--- src/rtl/pitch_pkg.sv ---
// Shared types and constants for the pitch-detection path.
// Frame geometry, sample/word formats and the debug encoding of the frame writer.
package pitch_pkg;

  localparam int N_SAMPLES = 64;
  localparam int SAMPLE_W  = 12;
  localparam int OUT_W     = 16;

  typedef logic [SAMPLE_W-1:0]         mic_sample_t;
  typedef logic signed [OUT_W-1:0]     fft_word_t;
  typedef fft_word_t [N_SAMPLES-1:0]   frame_t;

  // Writer condition, derived from the full flag of the bank being written.
  typedef enum logic {
    W_FILL  = 1'b0,
    W_STALL = 1'b1
  } wr_state_e;

endpackage

--- src/rtl/sample_bank.sv ---
// One frame bank: N words, single write port, whole array visible on the output.
// Cleared asynchronously so a freshly reset buffer presents all-zero frames.
module sample_bank
  import pitch_pkg::*;
#(
  parameter int N = N_SAMPLES,
  parameter int W = OUT_W
) (
  input  logic                   clk,
  input  logic                   reset,
  input  logic                   we,
  input  logic [$clog2(N)-1:0]   idx,
  input  logic [W-1:0]           wdata,
  output logic [N-1:0][W-1:0]    words
);

  always_ff @(posedge clk or posedge reset) begin
    if (reset) begin
      words <= '0;
    end else if (we) begin
      words[idx] <= wdata;
    end
  end

endmodule

--- src/rtl/mic_frame_buffer.sv ---
// Microphone front end: decimate, remove DC offset, and double-buffer samples
// into frames handed to the FFT stage under a valid/ready handshake.
module mic_frame_buffer #(
  parameter int N_SAMPLES = pitch_pkg::N_SAMPLES,
  parameter int SAMPLE_W  = pitch_pkg::SAMPLE_W,
  parameter int OUT_W     = pitch_pkg::OUT_W,
  parameter int DECIM     = 1
) (
  input  logic                              clk,
  input  logic                              reset,
  input  logic                              mic_valid,
  input  logic [SAMPLE_W-1:0]               mic_data,
  input  logic                              frame_ready,
  output logic                              frame_valid,
  output logic [N_SAMPLES-1:0][OUT_W-1:0]   frame_data,
  output logic [15:0]                       frame_count,
  output logic                              overrun,
  output pitch_pkg::wr_state_e              wr_state
);

  localparam int IDX_W = $clog2(N_SAMPLES);
  localparam int DEC_W = (DECIM > 1) ? $clog2(DECIM) : 1;
  localparam logic [IDX_W-1:0] LAST_IDX = IDX_W'(N_SAMPLES - 1);
  localparam logic [DEC_W-1:0] DEC_LAST = DEC_W'(DECIM - 1);

  logic [DEC_W-1:0]              dec_cnt;
  logic                          keep;
  logic                          wr_bank;
  logic                          rd_bank;
  logic [IDX_W-1:0]              wr_idx;
  logic [1:0]                    full;
  logic [1:0]                    full_next;
  logic                          wr_en;
  logic                          bank_done;
  logic                          hs;
  logic [SAMPLE_W-1:0]           s;
  logic [OUT_W-1:0]              word;
  logic [N_SAMPLES-1:0][OUT_W-1:0] bank0_words;
  logic [N_SAMPLES-1:0][OUT_W-1:0] bank1_words;

  // Offset-binary to two's complement: flipping the MSB subtracts midscale.
  assign s    = {~mic_data[SAMPLE_W-1], mic_data[SAMPLE_W-2:0]};
  assign word = OUT_W'($signed(s));

  assign keep      = mic_valid && (dec_cnt == DEC_LAST);
  assign wr_en     = keep && !full[wr_bank];
  assign bank_done = wr_en && (wr_idx == LAST_IDX);

  // Handshake: a frame transfers on any rising edge where frame_valid and
  // frame_ready are both high; frame_valid never drops without a transfer
  // except on reset, and frame_ready alone has no effect.
  assign frame_valid = full[rd_bank];
  assign hs          = frame_valid && frame_ready;
  assign frame_data  = rd_bank ? bank1_words : bank0_words;

  always_comb begin
    full_next = full;
    if (hs) begin
      full_next[rd_bank] = 1'b0;
    end
    // A completing bank is never rd_bank's full bank, so the two updates are disjoint.
    if (bank_done) begin
      full_next[wr_bank] = 1'b1;
    end
  end

  always_comb begin
    wr_state = pitch_pkg::W_FILL;
    if (full[wr_bank]) begin
      wr_state = pitch_pkg::W_STALL;
    end
  end

  always_ff @(posedge clk or posedge reset) begin
    if (reset) begin
      dec_cnt <= '0;
    end else if (mic_valid) begin
      dec_cnt <= keep ? '0 : dec_cnt + 1'b1;
    end
  end

  always_ff @(posedge clk or posedge reset) begin
    if (reset) begin
      wr_bank     <= 1'b0;
      wr_idx      <= '0;
      rd_bank     <= 1'b0;
      full        <= 2'b00;
      frame_count <= '0;
      overrun     <= 1'b0;
    end else begin
      full <= full_next;
      if (wr_en) begin
        if (bank_done) begin
          wr_idx  <= '0;
          wr_bank <= ~wr_bank;
        end else begin
          wr_idx <= wr_idx + 1'b1;
        end
      end
      // A freed bank only accepts samples from the following edge onward.
      if (keep && full[wr_bank]) begin
        overrun <= 1'b1;
      end
      if (hs) begin
        rd_bank     <= ~rd_bank;
        frame_count <= frame_count + 16'd1;
      end
    end
  end

  sample_bank #(.N(N_SAMPLES), .W(OUT_W)) u_bank0 (
    .clk   (clk),
    .reset (reset),
    .we    (wr_en && !wr_bank),
    .idx   (wr_idx),
    .wdata (word),
    .words (bank0_words)
  );

  sample_bank #(.N(N_SAMPLES), .W(OUT_W)) u_bank1 (
    .clk   (clk),
    .reset (reset),
    .we    (wr_en && wr_bank),
    .idx   (wr_idx),
    .wdata (word),
    .words (bank1_words)
  );

endmodule

--- config.mk ---
export PLATFORM = sky130hd
export DESIGN_NAME = mic_frame_buffer
export DESIGN_NICKNAME = d
export VERILOG_FILES = /design/src/rtl/pitch_pkg.sv /design/src/rtl/sample_bank.sv /design/src/rtl/mic_frame_buffer.sv
export SDC_FILE = /design/constraint.sdc
export NUM_CORES = 2
export LEC_CHECK = 0
export CAP_MARGIN = 30
export CORE_AREA = 2 2 412 414
export CTS_BUF_LIST = sky130_fd_sc_hd__clkbuf_4 sky130_fd_sc_hd__clkbuf_8
export CTS_CLUSTER_SIZE = 28
export DETAILED_ROUTE_END_ITERATION = 16
export DIE_AREA = 0 0 414 416
export DONT_BUFFER_PORTS = 1
export PLACE_DENSITY = 0.66
export SLEW_MARGIN = 20
export SYNTH_ARGS = -nofsm -noshare
export SYNTH_HDL_FRONTEND = slang
export SYNTH_SLANG_ARGS = --single-unit
--- constraint.sdc ---
create_clock -name clk -period 59 [get_ports clk]
set_input_delay 11.8 -clock clk [delete_from_list [all_inputs] [get_ports clk]]
set_output_delay 11.8 -clock clk [all_outputs]
set_load 0.02 [all_outputs]
* Word-level counts from Yosys, hierarchy flattened
Cells that the tools add are included.
Word-level totals: bits in writable memories 0, register bits 2076, input port bits 16, latch bits 0, output and inout bits 1043, logic and storage cells 183, memories kept 0, ROM bits 0
Cells by class: multiply operators 0, equality and inequality tests 1, mux-type cells 18, shift-type cells 0, divide/modulo/power cells 0, order comparisons 6, add/sub/neg operators 3, reduce and logical (&&, ||, !) cells 13, bitwise gates (word level) 7
Operators with widths (count):
- bitwise mux 1024 bit | 2
- 2-to-1 mux 1024 bit | 1
- demux 16 bit (select 6 bit) | 1
- adder 16 x 1 -> 16 bit (second input constant) | 1
- 2-to-1 mux 16 bit | 1
- logical AND 1 bit | 10
- 2-to-1 mux 1 bit | 8
- < comparator 6 x 7 -> 1 bit (second input constant) | 1
- adder 6 x 1 -> 6 bit (second input constant) | 1
- == test 6 bit (second input constant) | 1
- greater-or-equal comparator 6 x 1 -> 1 bit (second input constant) | 1
- 2-to-1 mux 6 bit | 1
- < comparator 1 x 2 -> 1 bit (second input constant) | 2
- 2-to-1 mux 2 bit | 2
- NOT 1 bit | 4
- AND 2 bit | 1
- demux 1 bit (select 1 bit) | 2
- greater-or-equal comparator 1 bit (second input constant) | 2
- logical NOT 1 bit | 2
- NOT 2 bit | 1
- OR 2 bit | 1
- AND reduction 2 bit | 1
- adder 1 bit (second input constant) | 1

* Logic depth before layout (Yosys ltp)
depth after elaboration 9, mapped depth 8, depth with buffers taken out 5

* Hierarchy
Synthesis repeated with hierarchy kept, for this count alone.
Second synthesis, totals: cells, all modules 5930, area, all modules 90384.2 µm²
By module, submodules not included:
- sample_bank (u_bank0) | sequential area each 25624.6 µm², cells each 2336, area each 38506.9 µm², times used 1
- sample_bank (u_bank1) | sequential area each 25624.6 µm², cells each 2336, area each 38501.9 µm², times used 1
- mic_frame_buffer | sequential area each 700.7 µm², cells each 1258, area each 13375.3 µm², times used 1

* Worst setup path after synthesis
No wires, ideal clock.
kind reg-to-output, start point reg rd_bank, end point out frame_data[444] (netlist bit), path slack 45.108 ns, stages on the path, launching flop included 7, arrival 2.092 ns, path buffers 5, data required time 47.200 ns, cell sequence dfrtp_1 -> clkbuf_1 -> clkbuf_1 -> clkbuf_1 -> clkbuf_1 -> mux2_2 -> buf_4
RTL lines:
- start, declared | RTL line mic_frame_buffer.sv:29 | logic rd_bank;
- start signal, assigned | RTL line mic_frame_buffer.sv:105 | rd_bank <= ~rd_bank;
- end, declared | RTL line mic_frame_buffer.sv:15 | output logic [N_SAMPLES-1:0][OUT_W-1:0] frame_data,

* Worst setup path in the final report
start point reg rd_bank, end point out frame_data[367] (netlist bit)
Between the ends: longest elaborated chain between the ends 1
RTL lines:
- 2-to-1 mux 1024 bit | RTL line mic_frame_buffer.sv:54 | assign frame_data = rd_bank ? bank1_words : bank0_words;
No other way between the ends.

==> out/metrics.csv <==
stage,metric,value,unit
global_routing,met1 Use GR,29.0,%
synth,Post-synth EDFFs,0,
synth,most numerous cell in the Yosys netlist,mux2_2,
drt,TritonRoute pass-1 iters,5,
critical_path,critical path peak fanout,75,
cts,clock sinks,1564,
global_routing,GRT Util Overall,22.9,%
global_routing,largest net degree at the start of global routing,185,
global_routing,met2 GRT Util,37.4,%
final_layout,# nets final,4636,
drt,final WL,200000,um
cts,Num CTS Buffers,286,
sta,fmax,0.0581,GHz
sta,slew margin rel.,28.4,%
power_and_ir_drop,P_sw,0.00102,W
synth,largest cells by area after synthesis,"dfrtp_1 56%, mux2_2 35%, buf_4 2.9%, clkbuf_1 1.7%, buf_2 0.56%",
critical_path,Crit path largest cell delay,0.78,ns
power_and_ir_drop,sw frac,33.3,%
synth,area of the mapped netlist,70100,sq um
die,Site Rows,151,
cts,later-pin clock latency in the skew report,1.07,ns
critical_path,reg2reg path depth,4,
critical_path,FF-to-FF End,u_bank0.words[597],
power_and_ir_drop,Seq pwr share,42.2,%
power_and_ir_drop,Pint,0.00204,W
critical_path,most used cell along the critical path,buf_4,
power_and_ir_drop,Comb pwr share,23.6,%
synth,asr flop ratio synth,100,%
drt,post-route ant nets,0,
critical_path,crit path to,frame_data[367],
sta,RSZ-0062 raised after global routing,false,
critical_path,WS Path Type,register to primary output,
global_routing,vias in the first global route,40130,
critical_path,critical path startpoint,rd_bank,
global_routing,GRT overflow,0,
final_layout,Layout area overhead,8.91,%
final_layout,final core utilization,45.4,%
synth,number of synthesized register bits,1564,
drt,vias per cell,5.52,
cts,clock transition at the registers of the reported paths,0.05,ns
power_and_ir_drop,Leak,36.9,nW
synth,top-area cell type share of the netlist area,55.8,%
power_and_ir_drop,clock network fraction of design power,34.3,%
sta,# setup viols final,0,
cts,CTS tree,built,
sta,count of pins over their slew limit,0,
placed_design,GP Congestion,0.799,
synth,"Avg Cell Area, Syn",14.3,sq um
die,die area,172000,sq um
sta,Clock Skew,0.0962,ns
power_and_ir_drop,Pwr Total,0.00306,W
critical_path,flop-to-flop setup slack,55.75,ns
sta,Final Critical Period,17.21,ns
placed_design,port buffer count,0,
critical_path,crit path capture type,primary output,
sta,final hold vios,0,
drt,WL/cell,28.5,um
die,core area,168000,sq um
final_layout,layout cell share with drive strength beyond 1,58.6,%
drt,Post-route DRC,0,
global_routing,met3 Use GR,6.20,%
flow_run,max_cap viols,0,
synth,syn nets,4934,
die,Initial Utilization,41.7,%
global_routing,initial antenna violation count,5,
synth,Synth cell types,40,
critical_path,FF-to-FF Start,wr_bank,
sta,Final TNS setup,0,ns
cts,post-CTS sizing,0,
cts,CTS Buffer Depth,4,
synth,cell accounting for the most synthesized area,dfrtp_1,
synth,cell count after synthesis,4916,
synth,ys flop type,dfrtp_1,
global_routing,global-route wire length before repair,291000,um
cts,Post-CTS Hold Buffers,0,
sta,Worst-Margin Slew,1.07,ns
critical_path,CP cell instances,buf_4 > buf_12 > buf_4 > buf_4 > buf_4 > mux2_2,
sta,Final period util,29.2,%
die,die height,416,um
power_and_ir_drop,power density cells,40.1,nW/um^2
cts,Setup Buffers After CTS,0,
placed_design,HPWL after DPL,125000,um
synth,"Seq/Total Area, Yosys",55.8,%
cts,CTS Root Cell,clkbuf_8,
synth,synth warn,0,
die,Top Ports,1059,
min_path,Worst Hold Class,register to register,
global_routing,GRT busiest layer,met2,
status,status,"complete, no violations",
power_and_ir_drop,VDD IR max,32.0,uV
cts,H-tree levels,5,
drt,Starting DRT DRC Count,2203,
critical_path,"Max stage delay cell, worst path",buf_4,
critical_path,startpoint types,register,
critical_path,CP required,47.20,ns
critical_path,arrival time worst endpoint,5.41,ns
synth,Post-synth top cells,"2177 x mux2_2, 1564 x dfrtp_1, 325 x clkbuf_1",
die,die width,414,um
drt,Vias,38768,
## power by group through the flow
stage / logic [W] / clock network (W) / registers, W
after floorplan: 0.000655 / 0 / 0.00128
after global placement: 0.000709 / 0 / 0.00131
after detailed placement: 0.000725 / 0 / 0.00131
after CTS: 0.000727 / 0.00108 / 0.00129
after global routing: 0.000752 / 0.00113 / 0.00131
final: 0.000722 / 0.00105 / 0.00129
## layer usage
metal / routed length (um) / share of wire, %
met1: 83400 / 42
met2: 97000 / 48
met3: 12300 / 6.1
met5: 0 / 0
met4: 7590 / 3.8
## state kept, by name (all words and copies together) (netlist names), 2 cells and up
| signal | flops |
|---|---|
| u_bank0.words | 768 |
| u_bank1.words | 768 |
| frame_count | 16 |
| wr_idx | 6 |
| full | 2 |
## worst min-delay path by stage
stage,slack (ns),end,from,cells after the start
2_1_floorplan,0.44,u_bank1.words[110],u_bank1.words[110],2
3_3_place_gp,0.46,u_bank1.words[590],u_bank1.words[590],2
3_5_place_dp,0.47,u_bank1.words[254],u_bank1.words[254],2
4_1_cts,0.48,u_bank0.words[238],u_bank0.words[238],2
5_1_grt,0.50,u_bank0.words[238],u_bank0.words[238],2
6_report,0.48,u_bank0.words[206],u_bank0.words[206],2
## per-stage QoR
step | hold WS [ns] | area (sq um) | std cells | worst slack (ns)
6_report | 0.476 | 76300 | 7023 | 41.79
5_1_grt | 0.500 | 76300 | 7019 | 41.48
4_1_cts | 0.480 | 76000 | 7002 | 41.51
3_5_place_dp | 0.465 | 70200 | 6534 | 41.91
3_3_place_gp | 0.456 | 69900 | 6514 | 42.04
2_1_floorplan | 0.444 | 70100 | 4916 | 3.07
## cell families (layout without fill, tap and decap cells)
group                    after synthesis  in the layout  share of synthesized area, %
multiplexers                        2179           2179                          35.0
flip-flops                          1564           1564                          55.8
buffers and inverters                686            568                          5.30
AND/OR/NAND/NOR                      329            329                          2.60
AO/OA/AOI/OAI                        137            137                         0.994
XOR/XNOR                              19             19                         0.237
adder cells (fa/ha/maj)                2              2                        0.0357
other                                  0              7                             0
## cell type report
type / count / area (sq um)
Sequential cell: 1564 / 39100
Tap cell: 2218 / 2780
Antenna cell: 7 / 17.5
Inverter: 4 / 22.5
Clock buffer: 439 / 5570
Fill cell: 14904 / 91800
Multi-Input combinational cell: 2666 / 27500
Timing Repair Buffer: 96 / 1090
Clock inverter: 29 / 225
## cells in the final DEF (no fill, tap or decap), types with 3 or more instances in the layout
| cell | Yosys | layout |
|---|---|---|
| mux2_2 | 2177 | 2177 |
| dfrtp_1 | 1564 | 1563 |
| clkbuf_8 | 0 | 363 |
| nand2_1 | 82 | 82 |
| nand3_1 | 77 | 76 |
| clkbuf_4 | 0 | 76 |
| o21ai_0 | 72 | 72 |
| buf_4 | 274 | 66 |
| nor2_1 | 64 | 64 |
| a21oi_1 | 61 | 61 |
| nor3_2 | 21 | 31 |
| nor3_4 | 9 | 21 |
| clkinv_2 | 0 | 17 |
| xnor2_1 | 14 | 14 |
| and3_1 | 10 | 10 |
| buf_16 | 0 | 10 |
| buf_12 | 0 | 8 |
| diode_2 | 0 | 7 |
| nor3b_2 | 5 | 7 |
| nand3b_1 | 6 | 6 |
| nand4_1 | 6 | 6 |
| clkinvlp_4 | 0 | 6 |
| buf_6 | 2 | 6 |
| buf_8 | 0 | 6 |
| xor2_1 | 5 | 5 |
| and3b_1 | 4 | 4 |
| or3_1 | 3 | 3 |
| nor3b_4 | 0 | 3 |
| nor2b_1 | 3 | 3 |
| nor3_1 | 25 | 3 |
| inv_1 | 4 | 3 |
## worst max-delay path, delay by kind of cell (launching register included)
kind,cells,cell delay (ns)
buffers and inverters,5,2.72
flip-flops,1,0.72
multiplexers,1,0.78
(Power assumes the default switching activity.)
